[config.mk]
export PLATFORM = sky130hd
export DESIGN_NAME = uart_echo_tx
export DESIGN_NICKNAME = d
export VERILOG_FILES = /design/src/rtl/uart_echo_tx.sv
export SDC_FILE = /design/constraint.sdc
export NUM_CORES = 1
export LEC_CHECK = 0
export ABC_AREA = 1
export BUFFER_PORTS_ARGS = -buffer_cell sky130_fd_sc_hd__buf_2
export CAP_MARGIN = 20
export CORE_ASPECT_RATIO = 1.4
export CORE_MARGIN = 2
export CORE_UTILIZATION = 55
export DETAILED_ROUTE_END_ITERATION = 8
export HOLD_SLACK_MARGIN = 0.08
export PLACE_DENSITY_LB_ADDON = 0.3
export SLEW_MARGIN = 25
export SYNTH_ARGS = -nofsm -noshare
export SYNTH_HDL_FRONTEND = slang
export SYNTH_SLANG_ARGS = --single-unit
export TNS_END_PERCENT = 100
[constraint.sdc]
create_clock -name apu_clk -period 5.6 [get_ports apu_clk]
set_input_delay 1.12 -clock apu_clk [delete_from_list [all_inputs] [get_ports apu_clk]]
set_output_delay 1.12 -clock apu_clk [all_outputs]
set_load 0.1 [all_outputs]
[src/rtl/uart_echo_tx.sv]
// uart_echo_tx
//   Echoes every completed APU register write back to the host as a two-byte
//   8N1 record on the serial line. The first byte is {4'b1000, addr} and the
//   second byte is the data. Writes wait in a small FIFO. A write that arrives
//   while the FIFO is full, with no pop in the same cycle, is dropped. A drop
//   sets the sticky overflow flag.
//
// Ports
//   apu_clk   in   1  APU clock, rising edge
//   rst_n     in   1  synchronous, active-low reset
//   wr_valid  in   1  one-cycle pulse: a register write completed
//   wr_addr   in   4  register index of that write
//   wr_data   in   8  value written
//   tx        out  1  serial output, idle high
//   busy      out  1  FIFO non-empty or a record in flight
//   overflow  out  1  sticky: a write was dropped on a full FIFO
module uart_echo_tx #(
  parameter int CLKRATE    = 1_790_000,
  parameter int BAUDRATE   = 9600,
  parameter int FIFO_DEPTH = 4
) (
  input  logic       apu_clk,
  input  logic       rst_n,
  input  logic       wr_valid,
  input  logic [3:0] wr_addr,
  input  logic [7:0] wr_data,
  output logic       tx,
  output logic       busy,
  output logic       overflow
);

  localparam int DIV   = CLKRATE / BAUDRATE;
  localparam int CNT_W = $clog2(DIV);
  localparam int AW    = $clog2(FIFO_DEPTH);
  localparam int PTR_W = AW + 1;
  localparam logic [CNT_W-1:0] BAUD_LAST = CNT_W'(DIV - 1);

  typedef enum logic [1:0] {S_IDLE, S_START, S_DATA, S_STOP} state_t;

  state_t           state_q;
  logic [CNT_W-1:0] baud_q;
  logic [2:0]       bit_q;
  logic             second_q;    // set while byte1 (the data byte) is on the line
  logic             tx_q;
  logic             busy_q;
  logic             overflow_q;
  logic [PTR_W-1:0] wptr_q, rptr_q;
  logic [PTR_W-1:0] wptr_d, rptr_d;
  logic             overflow_d;

  logic [11:0]      mem_q [FIFO_DEPTH];
  logic [7:0]       shreg_q;
  logic [7:0]       byte1_q;
  logic [11:0]      rd_rec;

  logic empty, full, pop, push, bit_end;

  assign rd_rec  = mem_q[rptr_q[AW-1:0]];
  assign bit_end = (baud_q == BAUD_LAST);

  // FIFO control. The extra pointer MSB tells full apart from empty.
  always_comb begin
    empty      = (wptr_q == rptr_q);
    full       = (wptr_q[AW] != rptr_q[AW]) && (wptr_q[AW-1:0] == rptr_q[AW-1:0]);
    pop        = (state_q == S_IDLE) && !empty;
    // A pop in the same cycle frees a slot, so a write to a full FIFO is still accepted.
    push       = wr_valid && (!full || pop);
    wptr_d     = push ? wptr_q + PTR_W'(1) : wptr_q;
    rptr_d     = pop  ? rptr_q + PTR_W'(1) : rptr_q;
    overflow_d = overflow_q | (wr_valid & full & ~pop);
  end

  // Control state and registered outputs. tx is a registered copy of the
  // current state, so the line lags the FSM by exactly one cycle.
  always_ff @(posedge apu_clk) begin
    if (!rst_n) begin
      state_q    <= S_IDLE;
      baud_q     <= '0;
      bit_q      <= '0;
      second_q   <= 1'b0;
      tx_q       <= 1'b1;
      busy_q     <= 1'b0;
      overflow_q <= 1'b0;
      wptr_q     <= '0;
      rptr_q     <= '0;
    end else begin
      wptr_q     <= wptr_d;
      rptr_q     <= rptr_d;
      overflow_q <= overflow_d;
      busy_q     <= (state_q != S_IDLE) || !empty;

      if (state_q == S_IDLE) baud_q <= '0;
      else                   baud_q <= bit_end ? '0 : baud_q + CNT_W'(1);

      case (state_q)
        S_IDLE: begin
          tx_q  <= 1'b1;
          bit_q <= '0;
          if (pop) begin
            second_q <= 1'b0;
            state_q  <= S_START;
          end
        end
        S_START: begin
          tx_q <= 1'b0;
          if (bit_end) begin
            bit_q   <= '0;
            state_q <= S_DATA;
          end
        end
        S_DATA: begin
          tx_q <= shreg_q[0];
          if (bit_end) begin
            if (bit_q == 3'd7) state_q <= S_STOP;
            else               bit_q   <= bit_q + 3'd1;
          end
        end
        S_STOP: begin
          tx_q <= 1'b1;
          if (bit_end) begin
            if (!second_q) begin
              // Data byte follows the address byte without a gap.
              second_q <= 1'b1;
              state_q  <= S_START;
            end else begin
              second_q <= 1'b0;
              state_q  <= S_IDLE;
            end
          end
        end
        default: state_q <= S_IDLE;
      endcase
    end
  end

  // Datapath: FIFO storage and the byte shift register (no reset needed).
  always_ff @(posedge apu_clk) begin
    if (push) mem_q[wptr_q[AW-1:0]] <= {wr_addr, wr_data};
    if (pop) begin
      shreg_q <= {4'b1000, rd_rec[11:8]};
      byte1_q <= rd_rec[7:0];
    end else if (state_q == S_DATA && bit_end) begin
      shreg_q <= shreg_q >> 1;
    end else if (state_q == S_STOP && bit_end && !second_q) begin
      shreg_q <= byte1_q;
    end
  end

  assign tx       = tx_q;
  assign busy     = busy_q;
  assign overflow = overflow_q;

endmodule
# After elaboration in Yosys (flattened, before gate mapping)
# Memories as Yosys holds them, arrays and structs flattened. A register that Yosys moved wholly into a read port is not among the register bits.
# Index checks and enable logic that the tools add are counted.
dict set report totals {
  regBits 39
  word_cells 81
  in_bits 15
  mem_bits_rw 48
  out_inout_bits 3
  n_memories 1
}
# name depth word_bits read_ports rd_ports_with_merged_regs write_ports line_no
set memory_table {}
lappend memory_table {mem_q 4 12 1 1 1 51} ;# logic [11:0] mem_q [FIFO_DEPTH];
dict set report op_classes {
  n_bitwise 5
  n_eq_ne 14
  reduce_logical 22
  mux 23
  addsub 4
}
# op n
set op_table {}
lappend op_table {{two-way mux 8 bit} 2}
lappend op_table {{two-way mux 2 bit} 7}
lappend op_table {{!= test 2 bit (second input constant)} 6}
lappend op_table {{adder 3 x 1 -> 3 bit (second input constant)} 3}
lappend op_table {{two-way mux 3 bit} 3}
lappend op_table {{case mux 3 bit (3 select lines)} 1}
lappend op_table {{adder 8 x 1 -> 8 bit (second input constant)} 1}
lappend op_table {{== test 8 bit (second input constant)} 1}
lappend op_table {{case mux 2 bit (4 select lines)} 1}
lappend op_table {{logical AND 1 bit} 6}
lappend op_table {{two-way mux 1 bit} 6}
lappend op_table {{nonzero test 2 bit} 3}
lappend op_table {{nonzero test 3 bit} 2}
lappend op_table {{AND reduction 5 bit} 1}
lappend op_table {{== test 2 bit (second input constant)} 2}
lappend op_table {{two-way mux 4 bit} 1}
lappend op_table {{AND reduction 4 bit} 1}
lappend op_table {{== test 3 bit} 1}
lappend op_table {{== test 3 bit (second input constant)} 1}
lappend op_table {{logical NOT 1 bit} 3}
lappend op_table {{case mux 1 bit (3 select lines)} 1}
lappend op_table {{AND reduction 3 bit} 1}
lappend op_table {{OR reduction 3 bit} 1}
lappend op_table {{AND 1 bit} 2}
lappend op_table {{other kinds (9)} 11}

# Depth between registers and ports, before layout
# Gate-level depths: netlist of run 1.
dict set report depth {
  word_depth 7
  depth_mapped 11
  mapped_depth_nobuf 10
}

# Worst setup path before layout of run 1
# OpenSTA, ideal clock, no wires.
dict set report synth_timing {
  path_type {input to register}
  start {input wr_valid}
  end {memory mem_q[0][0] (enable)}
  stages 2
  setup_ns 0.380
  required_ns 5.220
  path_buffers 0
  path_slack_ns 3.473
  arrival_time_ns 1.746
  cell_sequence {nand2_2 -> nor2_1}
}
dict set report synth_between {
  elab_chain_cells 3
}
# element line_no
set synth_rtl {}
lappend synth_rtl {{start, declared} 24} ;# input logic wr_valid,
lappend synth_rtl {{logical AND 1 bit} 67} ;# push = wr_valid && (!full || pop);
lappend synth_rtl {{two-way mux 1 bit} 138} ;# if (push) mem_q[wptr_q[AW-1:0]] <= {wr_addr, wr_data};
lappend synth_rtl {{two-way mux 1 bit (not written as such)} 138}
lappend synth_rtl {{end, declared} 51}
# No other way between the ends.

# Final worst setup path of run 1
dict set report layout_timing {
  start {register overflow_q (netlist: overflow)}
  end {output overflow}
}
# element line_no
set layout_rtl {}
lappend layout_rtl {{start, declared} 46} ;# logic overflow_q;
lappend layout_rtl {{start signal, assigned} 89} ;# overflow_q <= overflow_d;
lappend layout_rtl {{end, declared} 29} ;# output logic overflow
# No word-level cell between the ends.

==> out/results.txt, run 1 <==
Status - complete, no violations
Post-DRT Antenna Nets - 0
Avg Inst Size Synth - 10.48 um^2
Post-synth top area share - 47.89%
Top cell family by delay on the critical path - buffers and inverters
Unrepaired setup endpoints after global routing - false
Max_slew headroom - 38.74%
Hold Slack - 0.4591 ns
Setup bufs post-CTS - 0
Fraction of registers with async set/reset - 0%
Critical path buffers and inverters - 1
HP Class - reg -> reg
Critical Path Source Type - register
Placer Congestion - 0.7925
Endpoints failing hold - 0
Arrival time of the worst setup path - 1.11 ns
Max Clock Skew - 0.008943 ns
Die width - 73.90 um
H-tree levels - 3
Root Driver - clkbuf_8
Post-Place Setup Slack - 3.107 ns
Worst setup margin - 3.373 ns
Reg2reg path depth - 6
Post-synthesis register bit count - 89
Slowest CP cell - buf_2
Initial antenna violation count - 0
Initial DRC count - 185
WL/cell - 12.19 um
Actual slew at the worst max-slew pin - 0.9156 ns
DRC - 0
Most frequent cells in the layout - edfxtp_1 (60), nand2_1 (54), nor2_1 (44)
Die H - 101.9 um
P&R area growth vs syn - 8.813%
Layout cells sized above 1 - 12.30%
CP Class - reg -> out
Vias in the first global route - 2,248
PwrDens - 454.8 nW/um^2
Synth area leader - edfxtp_1
Tot Pwr - 1.862 mW
Syn_nets - 388
Ports - 18
Via count - 2,390
Crit share post-route - 39.76%
Main synth FF type - edfxtp_1
Drt first pass iters - 4
Post-CTS sizing - 0
Final Cell Area - 4094 um^2
Fmax - 449.1 MHz
Total gr overflow - 0
Leakage power - 1.597 nW
Core Area - 6613 um^2
CTS buffer count - 9
CTS sink cnt - 89
Hold Buf Count CTS - 0
Worst vdd ir - 0.2647 mV
Critical Path Stages - 1
Commonest non-fill, non-tap cell in the layout - edfxtp_1
CTS tree - done
Final nets - 406
Worst setup EP type - output port
Final wirelength - 5.776 mm
Inst Count DP - 458
Placed cell area - 3904 um^2
Syn Inst Count - 359
Synth warnings - 0
Crit-path cells - buf_2
Reg clk slew, reported paths - 0.09 ns
Largest net degree at the start of global routing - 30
CP Data Required Time - 4.48 ns
Cell Area, Synth - 3762 um^2
Hold Path Cell Cnt - 2
Post-route setup TNS - 0 ns
Max-slew violation count - 0
Port Buffer Count - 17
Fillers - 528
Setup violators final - 0
MaxCap Viol Count - 0
Count of different cell masters after synthesis - 31
Worst-Skew Late Latency - 0.35 ns
Initial Util - 56.90%
# diodes - 0
Crit path time final - 2.227 ns
Fin util - 61.91%
Crit Path Max Fanout - 2
Gr usage total - 17.58%
Top cells by area, synth - edfxtp_1 (48%), dfxtp_1 (15%), nand2_1 (5.4%)
Fin cells - 474
Number of synthesized flops with an enable pin - 60
Post-synthesis sequential area ratio - 63.32%
First-pass GRT wire length - 10.01 mm
Die area - 7527 um^2
DR vias/cell - 5.042
Bufs on Longest Clock Path - 2
Final HPWL DP - 4.249 mm
Crit-path max cell delay - 0.42 ns
# rows - 35
==> cells in the mapped netlist, types with 3 or more instances <==
cell,count
nand2_1,54
clkbuf_1,4
nand2_2,4
o21ai_1,5
edfxtp_1,60
o21ai_0,32
nand3_1,20
inv_2,3
o22ai_1,8
dfxtp_1,29
ha_1,14
a21oi_1,17
inv_1,35
nand4_1,6
xor2_1,3
nor2_1,44
==> sequential cells by signal, summed over array words and instances, names as in the netlist, named ones only <==
name      cells
wptr_q        3
tx            1
busy          1
overflow      1
baud_q        8
second_q      1
byte1_q       8
mem_q        48
bit_q         3
state_q       2
rptr_q        3
shreg_q       8
==> cell type report <==
cell class,instances,area [um^2],share of cell area (%)
Sequential cell,89,2382,58.19
Multi-Input combinational cell,222,1179,28.79
Inverter,38,142.6,3.484
Clock buffer,9,123.9,3.026
Tap cell,92,115.1,2.812
Timing Repair Buffer,17,85.08,2.078
Clock inverter,7,66.31,1.620
==> final timing paths <==
check | start | end | slack (ns)
min | overflow | overflow | 0.46
min reg2reg | overflow | overflow | 0.46
max reg2reg | state_q[0] | mem_q[2][2] | 3.38
max | overflow | overflow | 3.37
==> where the power goes <==
part           switching [mW]  internal (mW)
Clock                   0.239          0.175
Combinational           0.373          0.163
Sequential             0.0729          0.840
Total                   0.684           1.18
==> per-layer routing <==
layer	up-vias	part of all wire, %	track usage [%]	routed length (um)
li1	1260	-	-	-
met3	6	2.8	3.057	161
met4	0	1.1	8.671	64
met1	1088	44	22.28	2539
met2	36	52	28.98	3010
met5	-	0	0	0
==> logic make-up after synthesis <==
family	count (synthesis)	synth area share, %
buf+inv	48	5.354
simple gates	137	15.86
fa+ha+maj	14	4.656
compound gates	67	9.677
xor+xnor	4	1.131
flops	89	63.32
(Power assumes the default switching activity.)
==> run 2, diff against run 1 <==
CORE_UTILIZATION = 54   (was 55)
clock period = 1.9 ns   (was 5.6 ns; I/O delays follow)
==> run 2 against run 1 <==
Utilization is 1.4 points higher. Hold slack worse by 0.22 ns. Clock power grew to 2.9 times the previous value. Sequential power grew to 2.8 times the previous value. Total power grew to 3.1 times the previous value. Highest routed layer unchanged.
==> out/results.txt, run 2 (synthesized netlist as in run 1, its figures left out) <==
Status - complete, no violations
Switching share of total power - 36.52% (-0.22 points)
CP Launch Point - state_q[0]
Core Area - 6847 um^2 (+3.5%)
Root Driver - clkbuf_8
# rows - 36 (+2.9%)
Initial Util - 54.95% (-1.9 points)
RR Startpoint - state_q[0]
Fmax - 572.8 MHz
Final Cell Area - 4338 um^2 (+6.0%)
# diodes - 0 (unchanged)
P&R area growth vs syn - 15.30%
CTS sink cnt - 89 (unchanged)
Placer Congestion - 0.8252 (+4.1%)
Top layer used by detailed routing - met4
Vias in the first global route - 2,416 (+7.5%)
H-tree levels - 3 (unchanged)
Leakage power - 1.715 nW (+7.4%)
Max_slew headroom - 61.79% (+23 points)
Crit Path Max Fanout - 11 (+9)
Final nets - 428 (+5.4%)
WL/cell - 12.66 um (+3.9%)
Inst Count DP - 479 (+4.6%)
PwrDens - 1323 nW/um^2 (+190%)
RR Endpoint - mem_q[0][4]
Die area - 7661 um^2 (+1.8%)
Port Buffer Count - 17 (unchanged)
Total gr overflow - 0 (unchanged)
Met3 WL - 232 um (+44%)
Actual slew at the worst max-slew pin - 0.5725 ns (-0.3430 ns)
Die width - 74.55 um (+0.87%)
Commonest non-fill, non-tap cell in the layout - edfxtp_1
CP Data Required Time - 1.97 ns (-2.51 ns)
Max-slew violation count - 0 (unchanged)
Initial DRC count - 103 (-44%)
Sw Pwr - 2.095 mW (+210%)
Worst setup EP type - register
Routed wl met2 - 3.235 mm (+7.5%)
Critical Path Source Type - register
Worst vdd ir - 0.8562 mV (+220%)
MaxCap Viol Count - 0 (unchanged)
Reg2reg path depth - 7 (+1)
Ports - 18 (unchanged)
Fin cells - 499 (+5.3%)
Bufs on Longest Clock Path - 2 (unchanged)
Placed cell area - 4043 um^2 (+3.6%)
Crit path time final - 1.746 ns
Via count - 2,484 (+3.9%)
Tot Pwr - 5.737 mW (+210%)
Post-DRT Antenna Nets - 0 (unchanged)
Die H - 102.8 um (+0.89%)
Endpoints failing hold - 0 (unchanged)
Int Power - 3.642 mW (+210%)
Largest net degree at the start of global routing - 21 (-30%)
Largest register FFs - 48 (unchanged)
Clock share of power - 21.1% (-1.1 points)
CTS buffer count - 9 (unchanged)
Post-route setup TNS - 0 ns (unchanged)
Arrival time of the worst setup path - 1.81 ns (+0.70 ns)
Initial antenna violation count - 0 (unchanged)
Hold Buf Count CTS - 0 (unchanged)
First-pass GRT wire length - 10.84 mm (+8.3%)
Setup violators final - 0 (unchanged)
DRC - 0 (unchanged)
Drt first pass iters - 4 (unchanged)
Comb pwr share - 33.5% (+4.7 points)
HP Class - in -> reg
CP Class - reg -> reg
CTS tree - done
Crit share post-route - 91.88%
Final HPWL DP - 4.592 mm (+8.1%)
CP Capture Point - mem_q[0][4]
Sequential Power Share - 45.4% (-3.6 points)
Most frequent cells in the layout - edfxtp_1 (60), nand2_1 (54), nor2_1 (40)
Gr usage total - 18.82% (+1.2 points)
DR vias/cell - 4.978 (-1.3%)
Final wirelength - 6.319 mm (+9.4%)
Max Clock Skew - 0.01327 ns (+0.004331 ns)
Worst-Skew Late Latency - 0.36 ns (about the same)
Metal-1 WL - 2.720 mm (+7.1%)
Reg clk slew, reported paths - 0.10 ns (about the same)
Unrepaired setup endpoints after global routing - false
R2R Setup Slk - 0.15 ns (-3.23 ns)
Layout cells sized above 1 - 18.07% (+5.8 points)
run 2: cell types whose count changed in the layout (fill, tap and decap cells not counted):
cell / before / now
clkinvlp_4: 0 / 1
buf_4: 0 / 18
nor2_4: 1 / 5
buf_12: 0 / 4
clkinv_2: 0 / 1
inv_6: 4 / 2
nor2_1: 44 / 40
run 2: worst min-delay path by stage:
stage               start           to  slack [ns]  depth (start not counted)
3_3_place_gp     overflow     overflow        0.43                          2
3_5_place_dp     overflow     overflow        0.44                          2
5_1_grt        wr_data[0]  mem_q[3][0]        0.22                          1
6_report       wr_data[3]  mem_q[1][3]        0.24                          1
2_1_floorplan  shreg_q[5]   shreg_q[5]        0.43                          2
4_1_cts        wr_data[3]  mem_q[1][3]        0.23                          1
run 2: metal layers:
| metal | vias up | GRT usage [%] |
|---|---|---|
| met5 | - | 0 |
| met3 | 12 | 5.181 |
| met1 | 1122 | 21.80 |
| li1 | 1304 | - |
| met2 | 46 | 32.47 |
| met4 | 0 | 7.967 |
run 2: cell type report:
cell class,count,area [um^2]
clock buffers,9,123.9
multi-input cells,222,1209
inverters,38,142.6
clock inverters,7,61.31
repair buffers,39,300.3
flip-flops and latches,89,2382
fillers,574,2509
well taps,95,118.9
run 2: metrics by stage:
step	worst slack (ns)	hold WS [ns]	util, %
2_1_floorplan	0.008290	0.4264	-
3_3_place_gp	-0.1860	0.4347	59.05
3_5_place_dp	-0.2915	0.4398	59.05
4_1_cts	-0.05119	0.2332	61.97
5_1_grt	0.03587	0.2170	63.36
6_report	0.1542	0.2436	63.36
run 2: timing repair:
| item | in CTS | in global routing |
|---|---|---|
| gates resized for setup | 5 | 3 |
| endpoints found under the setup margin | 48 | 43 |
| setup buffers | 0 | 4 |
| pin swaps | 0 | 3 |
run 2: power by group through the flow:
stage               Sequential (mW)  Clock [mW]  Combinational (mW)
finish                         2.60        1.21                1.92
global route                   2.63        1.34                2.18
CTS                            2.61        1.24                1.91
detailed placement             2.65           0                1.89
global placement               2.64           0                1.86
floorplan                      2.75           0                1.26
run 2: critical path, stage by stage, from the launching register on:
cell and delay [ns]:
dfxtp_1 0.32, inv_1 0.07, ha_1 0.27, nor2_1 0.10, nand3_1 0.15, nand2_2 0.20, nor2_4 0.19, buf_12 0.15
==> run 3, diff against run 2 <==
GPL_TIMING_DRIVEN = 0   (was unset)
SKIP_CTS_REPAIR_TIMING = 1   (was unset)
==> run 3 against run 2 <==
Hold slack got worse by 0.0084 ns. First-iteration DRC count increased by 48%. Sequential share of layout area increased by 0.35 points. Combinational power decreased by 3%. Critical path depth unchanged. Maximum frequency decreased by 0.98%. Utilization decreased by 0.40 points. Count of clock-buffer cells in the layout unchanged. Final area decreased by 0.63%. Clock power increased by 18%. Critical endpoint is now mem_q[1][3]. Largest cell class unchanged. Largest power group unchanged.
==> out/results.txt, run 3 (synthesized netlist as in run 1, its figures left out) <==
Worst setup EP type - register
# rows - 36 (unchanged)
Arrival time of the worst setup path - 1.88 ns (+0.07 ns)
CTS sink cnt - 89 (unchanged)
Endpoints failing hold - 0 (unchanged)
H-tree levels - 3 (unchanged)
CP Class - reg -> reg
Crit path time final - 1.763 ns (+0.01721 ns)
Bufs on Longest Clock Path - 2 (unchanged)
Sequential Power Share - 44.3% (-1.1 points)
Drt first pass iters - 5 (+1)
Crit share post-route - 92.79% (+0.91 points)
Port Buffer Count - 16 (-1)
Post-DRT Antenna Nets - 0 (unchanged)
DR vias/cell - 5.212 (+4.7%)
CTS buffer count - 9 (unchanged)
Reg2reg path depth - 7 (unchanged)
First-pass GRT wire length - 10.63 mm (-1.9%)
Hold Path Cell Cnt - 1 (unchanged)
Largest net degree at the start of global routing - 18 (-14%)
RR Endpoint - mem_q[1][3]
Max_slew headroom - 66.38% (+4.6 points)
Layout cells sized above 1 - 15.19% (-2.9 points)
Final HPWL DP - 4.493 mm (-2.1%)
# diodes - 0 (unchanged)
Crit Path Max Fanout - 12 (+1)
Leakage power - 1.674 nW (-2.4%)
Switching share of total power - 35.56% (-0.97 points)
Reg clk slew, reported paths - 0.09 ns (about the same)
Max-slew violation count - 0 (unchanged)
Setup violators final - 0 (unchanged)
HP Class - in -> reg
Initial Util - 54.95% (unchanged)
Vias in the first global route - 2,504 (+3.6%)
P&R area growth vs syn - 14.57%
Sw Pwr - 2.103 mW (+0.36%)
Worst vdd ir - 1.272 mV (+49%)
Status - complete, no violations
Post-route setup TNS - 0 ns (unchanged)
CTS tree - done
Total gr overflow - 0 (unchanged)
Final wirelength - 6.607 mm (+4.6%)
Die area - 7661 um^2 (unchanged)
Largest register FFs - 48 (unchanged)
Gr usage total - 18.75% (-0.070 points)
CP Data Required Time - 2.02 ns (+0.05 ns)
Die width - 74.55 um (unchanged)
MaxCap Viol Count - 0 (unchanged)
PwrDens - 1372 nW/um^2 (+3.8%)
R2R Setup Slk - 0.14 ns (-0.02 ns)
Worst Hold Launch - wr_data[1]
Most frequent cells in the layout - edfxtp_1 (60), nand2_1 (54), nor2_1 (39)
Clock share of power - 24.2% (+3.1 points)
Int Power - 3.812 mW (+4.7%)
Via count - 2,554 (+2.8%)
Placer Congestion - 0.8552 (+3.6%)
Comb pwr share - 31.5% (-2.0 points)
Fmax - 567.2 MHz (-0.98%)
Fin util - 62.96% (-0.40 points)
Ports - 18 (unchanged)
Final nets - 419 (-2.1%)
Initial antenna violation count - 0 (unchanged)
Worst-Skew Late Latency - 0.35 ns (about the same)
Actual slew at the worst max-slew pin - 0.5044 ns (-0.06815 ns)
Worst Hold End - mem_q[3][1]
DRC - 0 (unchanged)
Root Driver - clkbuf_8
Placed cell area - 3971 um^2 (-1.8%)
Commonest non-fill, non-tap cell in the layout - edfxtp_1
Initial DRC count - 152 (+48%)
Critical Path Source Type - register
Final Cell Area - 4310 um^2 (-0.63%)
Core Area - 6847 um^2 (unchanged)
WL/cell - 13.48 um (+6.5%)
Die H - 102.8 um (unchanged)
Max Clock Skew - 0.009199 ns (-0.004075 ns)
RR Startpoint - state_q[0]
[run 3: power groups by stage]
stage               clock network, mW  logic (mW)  registers [mW]
floorplan                           0        1.26            2.75
detailed placement                  0        1.82            2.67
CTS                              1.46        1.82            2.63
finish                           1.43        1.86            2.62
global placement                    0        1.75            2.66
global route                     1.53        2.09            2.66
[run 3: stage by stage]
stage               worst slack, ns  std cells  power, mW  hold WS (ns)
floorplan                  0.008290        359      4.015        0.4264
global placement            -0.4989        470      4.409        0.4356
detailed placement          -0.2526        470      4.487        0.4390
CTS                         -0.2584        486      5.907        0.2212
global route              -0.005301        490      6.291        0.2247
finish                       0.1370        490      5.915        0.2352
[run 3: how the worst max path moves through the flow]
stage                     from      endpoint  slack [ns]  depth (start not counted)
detailed placement  state_q[0]   mem_q[1][9]       -0.25                          6
global placement    state_q[0]  mem_q[3][11]       -0.50                          6
global route        state_q[0]   mem_q[2][3]      -0.005                          7
finish              state_q[0]   mem_q[1][3]        0.14                          7
floorplan           state_q[0]   mem_q[0][0]       0.008                          6
CTS                 state_q[0]   mem_q[1][3]       -0.26                          6
[run 3: worst max-delay path, cell delays in order (launching register included)]
cell	delay, ns
dfxtp_1	0.41
inv_1	0.12
ha_1	0.29
nor2_2	0.16
nand3_2	0.13
nand2_4	0.19
nor2_4	0.07
buf_12	0.15
[run 3: final cells by class]
class | count | area [um^2]
tap | 95 | 118.9
multi-input combinational | 222 | 1221
clock inverter | 7 | 100.1
clock buffer | 9 | 123.9
timing repair buffer | 20 | 160.2
fill | 579 | 2536
sequential | 89 | 2382
buffer | 10 | 58.81
inverter | 38 | 145.1
[run 3: metal layers]
| layer | wire length, um | global-route usage (%) | up-vias |
|---|---|---|---|
| met3 | 350 | 5.083 | 11 |
| met2 | 3523 | 32.27 | 75 |
| met5 | 0 | 0 | - |
| met4 | 102 | 9.753 | 0 |
| li1 | - | - | 1285 |
| met1 | 2632 | 20.96 | 1183 |
